===== src/rtl/mux.sv =====
// Two-input data selector with a combinational output and an enabled, registered
// copy of the result, the select, and a select-transition pulse.
module mux #(
  parameter int unsigned           WIDTH       = 32,
  parameter logic [WIDTH-1:0]      RESET_VALUE = '0
) (
  input  logic             clk,
  input  logic             reset,
  input  logic [WIDTH-1:0] in1,
  input  logic [WIDTH-1:0] in2,
  input  logic             select,
  input  logic             en,
  output logic [WIDTH-1:0] out,
  output logic [WIDTH-1:0] out_q,
  output logic             sel_q,
  output logic             sel_changed
);

  // Case-equality keeps an unknown select from silently merging in1/in2 bits.
  assign out = (select === 1'b1) ? in2 :
               (select === 1'b0) ? in1 : {WIDTH{1'bx}};

  always_ff @(posedge clk) begin
    if (reset) begin
      out_q       <= RESET_VALUE;
      sel_q       <= 1'b0;
      sel_changed <= 1'b0;
    end else if (en) begin
      out_q       <= out;
      sel_q       <= select;
      sel_changed <= (select != sel_q);
    end else begin
      sel_changed <= 1'b0;
    end
  end

endmodule


===== config.mk =====
export PLATFORM = sky130hd
export DESIGN_NAME = mux
export DESIGN_NICKNAME = d
export VERILOG_FILES = /design/src/rtl/mux.sv
export SDC_FILE = /design/constraint.sdc
export NUM_CORES = 1
export LEC_CHECK = 0
export ABC_AREA = 0
export CAP_MARGIN = 30
export CELL_PAD_IN_SITES_DETAIL_PLACEMENT = 0
export CELL_PAD_IN_SITES_GLOBAL_PLACEMENT = 2
export CORE_MARGIN = 2
export CORE_UTILIZATION = 18
export CTS_CLUSTER_SIZE = 28
export DETAILED_ROUTE_END_ITERATION = 8
export HOLD_SLACK_MARGIN = 0.08
export PLACE_DENSITY_LB_ADDON = 0.1
export SKIP_LAST_GASP = 1
export SYNTH_ARGS = -nofsm -noshare
export SYNTH_HDL_FRONTEND = slang
export SYNTH_SLANG_ARGS = --single-unit

===== constraint.sdc =====
create_clock -name clk -period 1.1 [get_ports clk]
set_clock_uncertainty 0.05 [all_clocks]
set_input_delay 0.22 -clock clk [delete_from_list [all_inputs] [get_ports clk]]
set_output_delay 0.22 -clock clk [all_outputs]
set_load 0.01 [all_outputs]

==> summary.txt, run 1 <==
Setup path
  • Crit path cell chain: buf_16 -> buf_12 -> mux2_4 -> buf_6
  • Reg2Reg Depth: 3
  • Crit path DAT: 0.95 ns
  • Setup crit start: select
  • Reg-to-reg setup timing slack: 0.30 ns
  • Endpoint class of the critical path: primary output
  • CP Class: input port to primary output
  • Max incr delay on CP: 0.31 ns
  • CP max-delay cell: mux2_4
  • WP data required: 0.83 ns
  • CP top delay family: buffers and inverters
  • Crit start category: input port
  • Worst flop-to-flop path startpoint: sel_q$_SDFFE_PP0P_
  • Buf+Inv Stages, Crit Path: 3
  • RR Endpoint: sel_changed$_SDFF_PP0_
  • Crit path max fanout: 8

Placement
  • Hpwl dp: 4440 um
  • Port Buffers: 133
  • Routability cong.: 0.695
  • Pre-CTS setup slack: -0.584 ns
  • Post-Place Cells: 434
  • Placed instance area: 3510 sq um

Final layout
  • Post-Layout Cell Count: 466
  • Register area: 688 sq um
  • Fillcell total: 1077
  • Nets@finish: 398
  • Utilization after layout: 35.9%
  • P&R area growth vs syn: 96.8%
  • Antenna cells: 0
  • Post-route cell area: 3650 sq um
  • Ratio of cells with drive above 1 in the final layout: 59.7%
  • Multi-input logic area: 1070 sq um

Synthesis
  • Syn Area/Cell: 12.5 sq um
  • Post-synth top cells: 34 x dfxtp_1, 32 x o21a_1, 32 x o21ba_2
  • Post-synth cell types: 14
  • Yosys top cell by area: dfxtp_1
  • Flops & latches, synth: 34
  • Post-Syn Instances: 149
  • Post-synthesis cell area: 1860 sq um
  • Async S/R FF share, synth: 0%
  • Synth top area cells: dfxtp_1 37%, mux2_4 23%, o21ba_2 17%
  • Cell with the most instances after synthesis: dfxtp_1
  • Dominant synthesized flop cell: dfxtp_1
  • Yosys Warn Count: 0
  • Syn Nets: 217
  • Sequential area share after synthesis: 36.7%
  • Post-synth EDFFs: 0
  • Post-synth top area share: 36.7%

GRT
  • First-pass GRT wire length: 9970 um
  • Total Routing Usage GR: 11.5%
  • Vias in the first global route: 1895
  • Total grt overflow: 0
  • Initial antenna violation count: 0
  • Largest net degree at the start of global routing: 35

STA
  • Period utilisation layout: 111%
  • Worst Tran Pin Value: 0.209 ns
  • Final Max Tran Viols: 0
  • Tmin final: 1.22 ns
  • Slew margin rel.: 86.0%
  • Final worst slack: -0.118 ns
  • RSZ-0062 raised after global routing: yes
  • Max Freq: 821 MHz
  • Final setup violation count: 32
  • Hold WS: 0.347 ns
  • Final Hold Fails: 0
  • Total negative slack: -3.27 ns

Floorplan
  • Die H: 106 um
  • I/O pin cnt: 134
  • Row cnt: 37
  • Core area: 10200 sq um
  • Die ar.: 11100 sq um
  • Die W: 106 um
  • Initial Utilization: 18.2%

Clock tree
  • Clock Latency Late Sink: 0.28 ns
  • Max clock buf depth: 2
  • Post-CTS Hold Buffers: 0
  • Root Driver: clkbuf_8
  • CTS buffer count: 5
  • Worst-path clk slew: 0.07 ns
  • Clock Sinks: 34
  • CTS tree: built
  • H-tree depth: 2

Detailed routing
  • WL per Instance: 13.9 um
  • Post-DR vias/cell: 3.89
  • Initial DRC count: 28
  • Routed wire length: 6480 um
  • # DRC: 0
  • Vias: 1812
  • First drt pass iteration count: 3
  • Post-route ant nets: 0

Run status
  • Failing checks: setup timing
  • Outcome: finished, violations left

Min path
  • Min-Delay Endpoint: out_q[21]$_SDFFE_PP0P_
  • Worst hold path class: input port to register
  • Hold Crit Depth: 3
  • Min-Delay Startpoint: in2[21]

Power
  • Total power: 3.53 mW
  • Worst ir drop on vdd: 428 uV
  • Leakage: 1.79 nW
  • Power per cell area: 967 nW/um^2

Run
  • Maxcap violations: 0
==> state kept, by name, summed over array words and instances, names as in the netlist <==
register	flops
out_q	32
sel_changed	1
sel_q	1
==> layer usage <==
layer / share of wire [%] / global-route usage (%) / wire length, um
met4: 0.45 / 2.54 / 29
met2: 49 / 20.1 / 3190
met1: 42 / 13.4 / 2740
met5: 0 / 0 / 0
met3: 8.1 / 4.14 / 522
==> power by group <==
group          total [mW]  internal (mW)  switching (mW)
sequential           1.37           1.33          0.0403
combinational        1.28          0.827           0.452
clock               0.887          0.437           0.451
==> final cells by class <==
cell class	count	share of cell area [%]
timing repair buffer	188	45.0
multi-input combinational	100	29.3
sequential	34	18.8
tap	136	4.66
clock buffer	7	2.09
inverter	1	0.103
==> repair_timing <==
| item | CTS | global route |
|---|---|---|
| gates cloned | 3 | 0 |
| setup endpoints to repair | 91 | 32 |
| resized for setup | 380 | 1 |
| buffers inserted | 20 | 2 |
==> cell families (layout without fill, tap and decap cells) <==
logic type	count (synthesis)	after routing	synth area share (%)
buf+inv	15	196	6.54
simple gates	2	2	0.472
xor+xnor	1	1	0.472
flops	34	34	36.7
mux	33	33	25.6
compound gates	64	64	30.2
==> worst max path at each step <==
stage	to	cells after the start
after floorplan	out_q[17]$_SDFFE_PP0P_	4
after global placement	out[18]	4
after detailed placement	out[18]	4
after CTS	out[8]	4
after global routing	out[8]	4
final	out[6]	4
==> cell usage in the layout (no fill, tap or decap) <==
master,count
dfxtp_1,28
clkdlybuf4s50_1,1
clkbuf_8,5
mux2_4,32
buf_16,3
buf_2,35
buf_4,46
buf_12,4
nor2_1,1
xnor2_1,1
mux2i_1,1
buf_6,34
o21ba_2,32
clkbuf_1,2
nor3_1,1
o21a_1,32
dfxtp_2,6
inv_1,1
dlygate4sd2_1,65
==> worst min-delay path: cells and delay by family <==
family / cells / cell delay, ns
buffers and inverters: 1 / 0.19
muxes: 1 / 0.15
AOI/OAI and AO/OA: 1 / 0.10
Power figures use the tool's default switching activity.
==> run 2, diff against run 1 <==
TNS_END_PERCENT = 50   (was unset)
==> summary.txt, run 2 (synthesized netlist as in run 1, its figures left out) <==
Detailed routing
  • WL per Instance: 13.7 um (-1.5%)
  • Initial DRC count: 33 (+18%)
  • First drt pass iteration count: 2 (-1)
  • # DRC: 0 (unchanged)
  • Post-DR vias/cell: 3.93 (+1.0%)
  • Post-route ant nets: 0 (unchanged)
  • Routed wire length: 6450 um (-0.43%)
  • Vias: 1850 (+2.1%)

Power
  • Total power: 3.65 mW (+3.4%)
  • Worst ir drop on vdd: 488 uV (+14%)
  • Leakage: 1.83 nW (+2.6%)
  • Power per cell area: 976 nW/um^2 (+0.90%)

STA
  • Period utilisation layout: 111% (+0.47 points)
  • Final Max Tran Viols: 0 (unchanged)
  • Final setup violation count: 73 (+130%)
  • Worst Tran Pin Value: 0.187 ns (-0.0221 ns)
  • Max Freq: 818 MHz (-0.43%)
  • Slew margin rel.: 87.5% (+1.4 points)
  • RSZ-0062 raised after global routing: yes
  • Hold WS: 0.341 ns (-0.00573 ns)
  • Final Hold Fails: 0 (unchanged)
  • Final worst slack: -0.123 ns (-0.00521 ns)
  • Tmin final: 1.22 ns (+0.00521 ns)

Floorplan
  • Row cnt: 37 (unchanged)
  • Die W: 106 um (unchanged)
  • Die H: 106 um (unchanged)
  • Die ar.: 11100 sq um (unchanged)
  • Initial Utilization: 18.2% (unchanged)
  • Core area: 10200 sq um (unchanged)
  • I/O pin cnt: 134 (unchanged)

Clock tree
  • Root Driver: clkbuf_8
  • H-tree depth: 2 (unchanged)
  • Max clock buf depth: 2 (unchanged)
  • Clock Latency Late Sink: 0.28 ns (about the same)
  • Clock Sinks: 34 (unchanged)
  • Post-CTS Hold Buffers: 0 (unchanged)
  • Worst-path clk slew: 0.08 ns (about the same)
  • CTS tree: built
  • CTS buffer count: 5 (unchanged)

Final layout
  • Utilization after layout: 36.7% (+0.87 points)
  • Max reg flops: 32 (unchanged)
  • Antenna cells: 0 (unchanged)
  • P&R area growth vs syn: 102%
  • Nets@finish: 402 (+1.0%)
  • Most frequent cells in the layout: 72 x dlygate4sd2_1, 52 x buf_4
  • Ratio of cells with drive above 1 in the final layout: 57.6% (-2.1 points)
  • Largest register by flop count: out_q
  • Largest regs: out_q x32, sel_changed x1, sel_q x1
  • Most common cell after layout, fill and taps aside: dlygate4sd2_1
  • Post-route cell area: 3740 sq um (+2.4%)

Setup path
  • Crit path DAT: 0.95 ns (about the same)
  • Worst flop-to-flop path startpoint: sel_q$_SDFFE_PP0P_
  • RR Endpoint: sel_changed$_SDFF_PP0_
  • Crit path max fanout: 8 (unchanged)
  • Reg2Reg Depth: 3 (unchanged)
  • Endpoint class of the critical path: primary output
  • Crit start category: input port
  • WP data required: 0.83 ns (about the same)
  • Reg-to-reg setup timing slack: 0.32 ns (+0.02 ns)
  • Setup crit start: select
  • CP Class: input port to primary output

Placement
  • Port Buffers: 133 (unchanged)
  • Hpwl dp: 4380 um (-1.3%)
  • Placed instance area: 3560 sq um (+1.5%)
  • Routability cong.: 0.654 (-5.9%)

Run status
  • Outcome: finished, violations left
  • Failing checks: setup timing

GRT
  • Total Routing Usage GR: 11.4% (-0.067 points)
  • First-pass GRT wire length: 10000 um (+0.28%)
  • GRT met3 Usage: 3.65% (-0.49 points)
  • M1 GR Usage: 13.6% (+0.19 points)
  • M2 GR Usage: 19.9% (-0.23 points)
  • Initial antenna violation count: 0 (unchanged)
  • Total grt overflow: 0 (unchanged)
  • Vias in the first global route: 1907 (+0.63%)
  • Largest net degree at the start of global routing: 35 (unchanged)
  • Top Usage Layer GRT: met2

Run
  • Maxcap violations: 0 (unchanged)

Min path
  • Worst hold path class: input port to register
  • Hold Crit Depth: 3 (unchanged)
  • Min-Delay Endpoint: out_q[12]$_SDFFE_PP0P_
  • Min-Delay Startpoint: in1[12]
[run 2: cell types whose count changed in the layout (fill, tap and decap cells not counted), moves of 2 or more]
cell / delta
buf_2: -18
buf_6: -2
dlygate4sd2_1: +7
dfxtp_2: -2
dfxtp_1: +2
clkbuf_2: +9
buf_4: +6
[run 2: area by class of cell]
class	count	area, sq um
fill	1067	6440
clock inverter	1	5.00
multi-input combinational	100	1070
timing repair buffer	192	1720
tap	136	170
inverter	1	3.75
sequential	34	686
clock buffer	7	86.3
[run 2: where the power goes]
part / internal (mW) / switching (mW)
Sequential: 1.32 / 0.0407
Combinational: 0.854 / 0.459
Clock: 0.506 / 0.467
Total: 2.68 / 0.967
[run 2: through the flow]
| stage | setup slack [ns] | cells | TNS (ns) |
|---|---|---|---|
| 2_1_floorplan | -0.0222 | 149 | -0.603 |
| 3_3_place_gp | -0.602 | 441 | -30.55 |
| 3_5_place_dp | -0.598 | 441 | -30.45 |
| 4_1_cts | -0.125 | 468 | -5.69 |
| 5_1_grt | -0.134 | 471 | -7.01 |
| 6_report | -0.123 | 471 | -4.56 |
[run 2: routing by layer]
| metal | wire length, um | up-vias |
|---|---|---|
| li1 | - | 906 |
| met1 | 2790 | 870 |
| met2 | 3150 | 72 |
| met3 | 478 | 2 |
| met4 | 36 | 0 |
| met5 | 0 | - |
[run 2: worst max-delay path by stage]
stage          depth (start not counted)                endpoint
5_1_grt                                4                  out[7]
3_5_place_dp                           4                  out[9]
2_1_floorplan                          4  out_q[17]$_SDFFE_PP0P_
6_report                               4                 out[16]
4_1_cts                                4                 out[16]
3_3_place_gp                           4                 out[12]
[run 2: critical path, cell delays in order]
cell    delay [ns]
buf_16        0.13
buf_16        0.16
mux2_4        0.31
buf_6         0.12
[run 2: repair_timing]
| item | 4_1_cts | 5_1_grt |
|---|---|---|
| gates cloned | 3 | 0 |
| gates resized for setup | 326 | 18 |
| endpoints found under the setup margin | 99 | 83 |
| buffers inserted | 16 | 3 |
